`src/rtl/alu_result_stage_if.sv`:
```
// ---------------------------------------------------------------------------
// alu_result_stage_if
// Bundles the upstream result/handshake signals and the downstream
// result/flags/handshake signals of alu_result_stage.
//   master : the environment side (drives unit results, InValid, OutReady)
//   slave  : the stage itself (drives InReady, Result, Flags, OutValid,
//            OpError, OpCount)
// ---------------------------------------------------------------------------
interface alu_result_stage_if #(
    parameter int WIDTH   = 4,
    parameter int COUNT_W = 8
);
    logic [1:0]         Op;
    logic [WIDTH-1:0]   AndResult;
    logic [WIDTH-1:0]   OrResult;
    logic [WIDTH-1:0]   SumResult;
    logic               CarryOut;
    logic               InValid;
    logic               InReady;
    logic [WIDTH-1:0]   Result;
    logic [2:0]         Flags;
    logic               OutValid;
    logic               OutReady;
    logic               OpError;
    logic [COUNT_W-1:0] OpCount;

    modport master (
        output Op, AndResult, OrResult, SumResult, CarryOut, InValid, OutReady,
        input  InReady, Result, Flags, OutValid, OpError, OpCount
    );

    modport slave (
        input  Op, AndResult, OrResult, SumResult, CarryOut, InValid, OutReady,
        output InReady, Result, Flags, OutValid, OpError, OpCount
    );
endinterface

```
`src/rtl/alu_result_stage.sv`:
```
// ---------------------------------------------------------------------------
// alu_result_stage
// Output stage behind the AND / OR / adder units. Picks one unit result by
// Op, derives {Z, N, C} flags and buffers result+flags in a 2-entry FIFO
// with valid/ready handshakes on both sides.
// Ports:
//   clk  : rising-edge clock
//   rst  : asynchronous active-high reset (clears FIFO, OpError, OpCount)
//   bus  : alu_result_stage_if.slave
//          in : Op, AndResult, OrResult, SumResult, CarryOut, InValid, OutReady
//          out: InReady, Result, Flags, OutValid, OpError, OpCount
// ---------------------------------------------------------------------------
module alu_result_stage #(
    parameter int WIDTH   = 4,
    parameter int COUNT_W = 8
) (
    input  logic               clk,
    input  logic               rst,
    alu_result_stage_if.slave  bus
);

    // Flags for a selected value: Z on zero, N from the MSB, C only for ADD.
    function automatic logic [2:0] calc_flags(
        input logic [1:0]       op,
        input logic [WIDTH-1:0] value,
        input logic             carry
    );
        logic z;
        logic n;
        logic c;
        z = (value == '0);
        n = value[WIDTH-1];
        c = (op == 2'b10) ? carry : 1'b0;
        return {z, n, c};
    endfunction

    // FIFO storage and control state
    logic [WIDTH-1:0]   res_mem_q [2];
    logic [2:0]         flg_mem_q [2];
    logic [1:0]         count_q,    count_d;
    logic               wr_ptr_q,   wr_ptr_d;
    logic               rd_ptr_q,   rd_ptr_d;
    logic               op_error_q, op_error_d;
    logic [COUNT_W-1:0] op_count_q, op_count_d;

    logic [WIDTH-1:0]   sel_s;
    logic [2:0]         flags_s;
    logic               in_ready_s;
    logic               out_valid_s;
    logic               push_s;
    logic               pop_s;

    // Result selection; the reserved opcode yields an all-zero value
    always_comb begin
        sel_s = '0;
        case (bus.Op)
            2'b00:   sel_s = bus.AndResult;
            2'b01:   sel_s = bus.OrResult;
            2'b10:   sel_s = bus.SumResult;
            default: sel_s = '0;
        endcase
    end

    assign flags_s = calc_flags(bus.Op, sel_s, bus.CarryOut);

    // Ready/valid are pure functions of the stored occupancy, so a full
    // FIFO refuses a push even when the consumer pops in the same cycle.
    assign in_ready_s  = (count_q < 2'd2);
    assign out_valid_s = (count_q != 2'd0);
    assign push_s      = bus.InValid && in_ready_s;
    assign pop_s       = out_valid_s && bus.OutReady;

    // Next-state logic for occupancy, pointers and status counters
    always_comb begin
        count_d    = count_q;
        wr_ptr_d   = wr_ptr_q;
        rd_ptr_d   = rd_ptr_q;
        op_error_d = op_error_q;
        op_count_d = op_count_q;

        case ({push_s, pop_s})
            2'b10:   count_d = count_q + 2'd1;
            2'b01:   count_d = count_q - 2'd1;
            default: count_d = count_q;
        endcase

        if (push_s) begin
            wr_ptr_d   = ~wr_ptr_q;
            op_count_d = op_count_q + COUNT_W'(1);
            op_error_d = op_error_q | (bus.Op == 2'b11);
        end else begin
            wr_ptr_d   = wr_ptr_q;
            op_count_d = op_count_q;
            op_error_d = op_error_q;
        end

        if (pop_s) begin
            rd_ptr_d = ~rd_ptr_q;
        end else begin
            rd_ptr_d = rd_ptr_q;
        end
    end

    // State registers; reset drops every buffered entry
    always_ff @(posedge clk or posedge rst) begin
        if (rst) begin
            count_q      <= 2'd0;
            wr_ptr_q     <= 1'b0;
            rd_ptr_q     <= 1'b0;
            op_error_q   <= 1'b0;
            op_count_q   <= '0;
            res_mem_q[0] <= '0;
            res_mem_q[1] <= '0;
            flg_mem_q[0] <= 3'b000;
            flg_mem_q[1] <= 3'b000;
        end else begin
            count_q    <= count_d;
            wr_ptr_q   <= wr_ptr_d;
            rd_ptr_q   <= rd_ptr_d;
            op_error_q <= op_error_d;
            op_count_q <= op_count_d;
            if (push_s) begin
                res_mem_q[wr_ptr_q] <= sel_s;
                flg_mem_q[wr_ptr_q] <= flags_s;
            end
        end
    end

    // Head entry straight from storage; forced to zero while empty
    assign bus.Result   = out_valid_s ? res_mem_q[rd_ptr_q] : '0;
    assign bus.Flags    = out_valid_s ? flg_mem_q[rd_ptr_q] : 3'b000;
    assign bus.OutValid = out_valid_s;
    assign bus.InReady  = in_ready_s;
    assign bus.OpError  = op_error_q;
    assign bus.OpCount  = op_count_q;

endmodule

```
`src/flat_wrapper.sv`:
```
// flat-port wrapper written by rule: the top's interface ports become plain ports
module alu_result_stage_flat 
#(
    parameter int WIDTH   = 4,
    parameter int COUNT_W = 8
)
  (clk, rst, bus_Op, bus_AndResult, bus_OrResult, bus_SumResult, bus_CarryOut, bus_InValid, bus_OutReady, bus_InReady, bus_Result, bus_Flags, bus_OutValid, bus_OpError, bus_OpCount);
  alu_result_stage_if #(.WIDTH(WIDTH), .COUNT_W(COUNT_W)) bus_i ();
  input  logic clk;
  input  logic rst;
  input wire logic [$bits(bus_i.Op)-1:0] bus_Op;
  input wire logic [$bits(bus_i.AndResult)-1:0] bus_AndResult;
  input wire logic [$bits(bus_i.OrResult)-1:0] bus_OrResult;
  input wire logic [$bits(bus_i.SumResult)-1:0] bus_SumResult;
  input wire logic [$bits(bus_i.CarryOut)-1:0] bus_CarryOut;
  input wire logic [$bits(bus_i.InValid)-1:0] bus_InValid;
  input wire logic [$bits(bus_i.OutReady)-1:0] bus_OutReady;
  output wire logic [$bits(bus_i.InReady)-1:0] bus_InReady;
  output wire logic [$bits(bus_i.Result)-1:0] bus_Result;
  output wire logic [$bits(bus_i.Flags)-1:0] bus_Flags;
  output wire logic [$bits(bus_i.OutValid)-1:0] bus_OutValid;
  output wire logic [$bits(bus_i.OpError)-1:0] bus_OpError;
  output wire logic [$bits(bus_i.OpCount)-1:0] bus_OpCount;
  assign bus_i.Op = bus_Op;
  assign bus_i.AndResult = bus_AndResult;
  assign bus_i.OrResult = bus_OrResult;
  assign bus_i.SumResult = bus_SumResult;
  assign bus_i.CarryOut = bus_CarryOut;
  assign bus_i.InValid = bus_InValid;
  assign bus_i.OutReady = bus_OutReady;
  assign bus_InReady = bus_i.InReady;
  assign bus_Result = bus_i.Result;
  assign bus_Flags = bus_i.Flags;
  assign bus_OutValid = bus_i.OutValid;
  assign bus_OpError = bus_i.OpError;
  assign bus_OpCount = bus_i.OpCount;
  alu_result_stage #(.WIDTH(WIDTH), .COUNT_W(COUNT_W)) u_core (.clk(clk), .rst(rst), .bus(bus_i));
endmodule
```
`config.mk`:
```
export PLATFORM = sky130hd
export DESIGN_NAME = alu_result_stage_flat
export DESIGN_NICKNAME = d
export VERILOG_FILES = /design/src/rtl/alu_result_stage_if.sv /design/src/rtl/alu_result_stage.sv /design/src/flat_wrapper.sv
export SDC_FILE = /design/constraint.sdc
export NUM_CORES = 1
export LEC_CHECK = 0
export ABC_AREA = 1
export BUFFER_PORTS_ARGS = -buffer_cell sky130_fd_sc_hd__buf_2
export CAP_MARGIN = 15
export CORE_AREA = 2 2 58 60
export DETAILED_ROUTE_END_ITERATION = 12
export DIE_AREA = 0 0 60 62
export MAX_ROUTING_LAYER = met4
export PLACE_DENSITY = 0.71
export SETUP_SLACK_MARGIN = 0.5
export SYNTH_ARGS = -nofsm -noshare
export SYNTH_HDL_FRONTEND = slang
export SYNTH_SLANG_ARGS = --single-unit
```
`constraint.sdc`:
```
create_clock -name clk -period 1.9 [get_ports clk]
set_input_delay 0.095 -clock clk [delete_from_list [all_inputs] [get_ports clk]]
set_output_delay 0.095 -clock clk [all_outputs]
set_load 0.05 [all_outputs]
```
==> metrics.md <==
| Metric | Value |
|---|---|
| Critical path fanouts, max | 4 |
| CP Cell Sequence | buf_12, buf_6, a21oi_4, buf_6 |
| Status | finished clean |
| IO Count | 37 |
| Total number of vias | around 1.2k |
| Clock Power Share | 0.067 |
| VDD IR max | 0.000830 V |
| # rows | 21 |
| Yosys warns | 0 |
| Fillers | between 300 and 400 |
| Final worst slack | 485 ps |
| Pwr Density | 1800 mW/mm² |
| Pre-Repair DR Iteration Count | 4 |
| CTS tree | done |
| Total power | 0.00333 W |
| Max-slew violation count | 0 |
| Leak | 0.965 nW |
| Worst Path Arrival | around 1300 ps |
| DIE HEIGHT | just over 60 µm |
| Drt wl/cell | 11.1 µm |
| Place WS | roughly 440 ps |
| Max clock buf depth | 2 |
| Internal power | ~0.0016 W |
| Final #Nets | about 230 |
| Mapped Cells | about 160 |
| CTS buffer count | 3 |
| Switch share | 0.517 |
| Slew @ Worst Pin | 317 ps |
| Met3 wire len | 116 µm |
| Final Routed Wirelength | ~2.8 mm |
| Largest net degree at the start of global routing | 26 |
| First-pass GRT wire length | 4.93 mm |
| Final Non-Filler Cells | around 260 |
| Synth Cell Area | 0.00133 mm² |
| DP HPWL | 2.07 mm |
| Fin crit period | ~1400 ps |
| Sequential share of power | 0.286 |
| Worst Hold Class | in -> reg |
| Slowest CP cell | dfrtp_2 |
| Die area | 0.00372 mm² |
| #FFs+latches synth | 25 |
| Die W | about 60 µm |
| Most Frequent Cell on Critical Path | buf_6 |
| Critical Path End Type | output pin |
| Max-Cap Viols | 0 |
| Total GRT Usage | 0.183 |
| Path depth of the worst reg2reg path | 7 |
| Top layer in use | met4 |
| Max Clock Skew | roughly 2.8 ps |
| Worst setup SP type | register |
| Met2 WL | 1.45 mm |
| CP peak stage delay | about 460 ps |
| Placed insts | approximately 240 |
| Layout Area Growth over Synthesis | 38.6% |
| TNS Setup | 0 ps |
| GP Congestion | 0.773 |
| Commonest non-fill, non-tap cells in the layout | nand2_1 (50), buf_2 (29), dfrtp_1 (21) |
| Clk_lat worst skew | 300 ps |
| Critical path class | reg -> out |
| DRT met1 WL | between 1 and 1.5 mm |
| H-tree levels | 1 |
| Max Clock Freq | 707 MHz |
| Iteration-0 DRC Markers | 30 |
| DRT antenna net count | 0 |
| CP required | 1800 ps |
| Count of cell types in the netlist | 27 |
| Initial antenna violation count | 0 |
| Hold Vio Cnt, Final | 0 |
| Buffers on Ports | 36 |
| ANT cells | 0 |
| CTS clk-pin slew, worst paths | ~130 ps |
| Core Region | 0.00318 mm² |
| Clock sink count | 25 |
| Fin crit share | 0.745 |
| Syn Area/Cell | roughly 8.4 µm² |
| Most common cell after layout, fill and taps aside | nand2_1 |
| Seq/Total Area, Yosys | 0.469 |
| Vias in the first global route | 1,173 |
| Fraction of layout cells with a size suffix above 1 | 0.429 |
| Root Buffer | clkbuf_4 |
| Sw Pwr | ~0.0017 W |
| Slew headroom | 0.789 |
| Hold path depth | 5 |
| DRC Markers | 0 |
| Remaining Overflow, GRT | 0 |
| Endpoints failing setup | 0 |
| RSZ-0062 raised after global routing | yes |
| Starting density of the core | 0.419 |
| Via density | ~4.6 |
| Logic pwr share | 0.647 |
| Mapped Nets | between 150 and 200 |
[final timing paths]
kind	start	end	slack [ps]
worst max register to register	u_core.count_q[1]	u_core.count_q[1]	510
worst min register to register	u_core.bus.OpError	u_core.bus.OpError	500
max in group asynchronous	rst	u_core.bus.OpCount[0]	1280
min in group asynchronous	rst	u_core.bus.OpCount[5]	360
worst max-delay path	u_core.rd_ptr_q	bus_Result[3]	490
worst min-delay path	bus_AndResult[0]	u_core.res_mem_q[0]	120
[power groups by stage]
stage	Combinational [W]	Sequential [W]	Clock (W)
floorplan	0.00121	0.00115	0
global placement	0.00169	0.000970	0
detailed placement	0.00172	0.000976	0
CTS	0.00213	0.000946	0.000245
global route	0.00232	0.000986	0.000263
finish	0.00215	0.000951	0.000225
[repair_timing]
| action | CTS | global route |
|---|---|---|
| hold buffers | 1 | 0 |
| resized for setup | 23 | 7 |
| setup buffers | 11 | 1 |
| endpoints found under the setup margin | 9 | 10 |
| pin swaps | 3 | 4 |
| hold endpoints to repair | 25 | 0 |
[flip-flops by register name, summed over array words and instances, names as in the netlist]
signal,cells
u_core.flg_mem_q,6
u_core.wr_ptr_q,1
u_core.bus.OpCount,8
u_core.res_mem_q,6
u_core.count_q,2
u_core.bus.OpError,1
u_core.rd_ptr_q,1
[per-stage QoR]
stage | util | hold WS, ps | instance area (µm²)
2_1_floorplan | - | 122 | 1390
3_3_place_gp | 0.510 | 164 | 1620
3_5_place_dp | 0.510 | 165 | 1620
4_1_cts | 0.571 | 97.4 | 1810
5_1_grt | 0.581 | 127 | 1850
6_report | 0.581 | 117 | 1850
[Yosys cell counts, drive strengths merged]
library cell  instances  area share
a21oi                 7       0.026
a31o                  1      0.0066
and3                  1      0.0047
buf                   2      0.0094
clkbuf                1      0.0028
dfrtp                25        0.47
ha                    2       0.019
inv                  22       0.064
nand2                52        0.15
nand3                16       0.083
nand4                 1      0.0047
nor2                  9       0.047
nor3                  2       0.020
o21ai                10       0.038
xnor2                 2       0.013
xor2                  6       0.039
[critical path: cells and delay by family (launching register included)]
kind                   cells  cell delay (ps)
AO/OA/AOI/OAI              1              130
buffers and inverters      3              420
flip-flops                 1              460
[layout make-up]
cell class / instances / area, µm² / share of cell area
clock buffers: 4 / 26.3 / 0.0142
inverters: 22 / 92.6 / 0.0501
multi-input cells: 109 / 684 / 0.371
flip-flops and latches: 25 / 631 / 0.341
repair buffers: 50 / 355 / 0.192
well taps: 46 / 57.6 / 0.0312
[kinds of logic (layout without fill, tap and decap cells)]
| logic type | Yosys count | in the layout | share of synthesized area |
|---|---|---|---|
| and+or+nand+nor | 81 | 81 | 0.313 |
| AOI/OAI and AO/OA | 18 | 18 | 0.0704 |
| adders and majority gates | 2 | 2 | 0.0188 |
| xor gates and xnor gates | 8 | 8 | 0.0526 |
| buffers and inverters | 25 | 76 | 0.0761 |
| DFF | 25 | 25 | 0.469 |
[routing by layer]
layer	up-vias	global-route usage
met4	0	0.0476
met1	550	0.223
met3	2	0.0269
met5	-	-
li1	604	-
met2	30	0.318
Power figures use the tool's default switching activity.
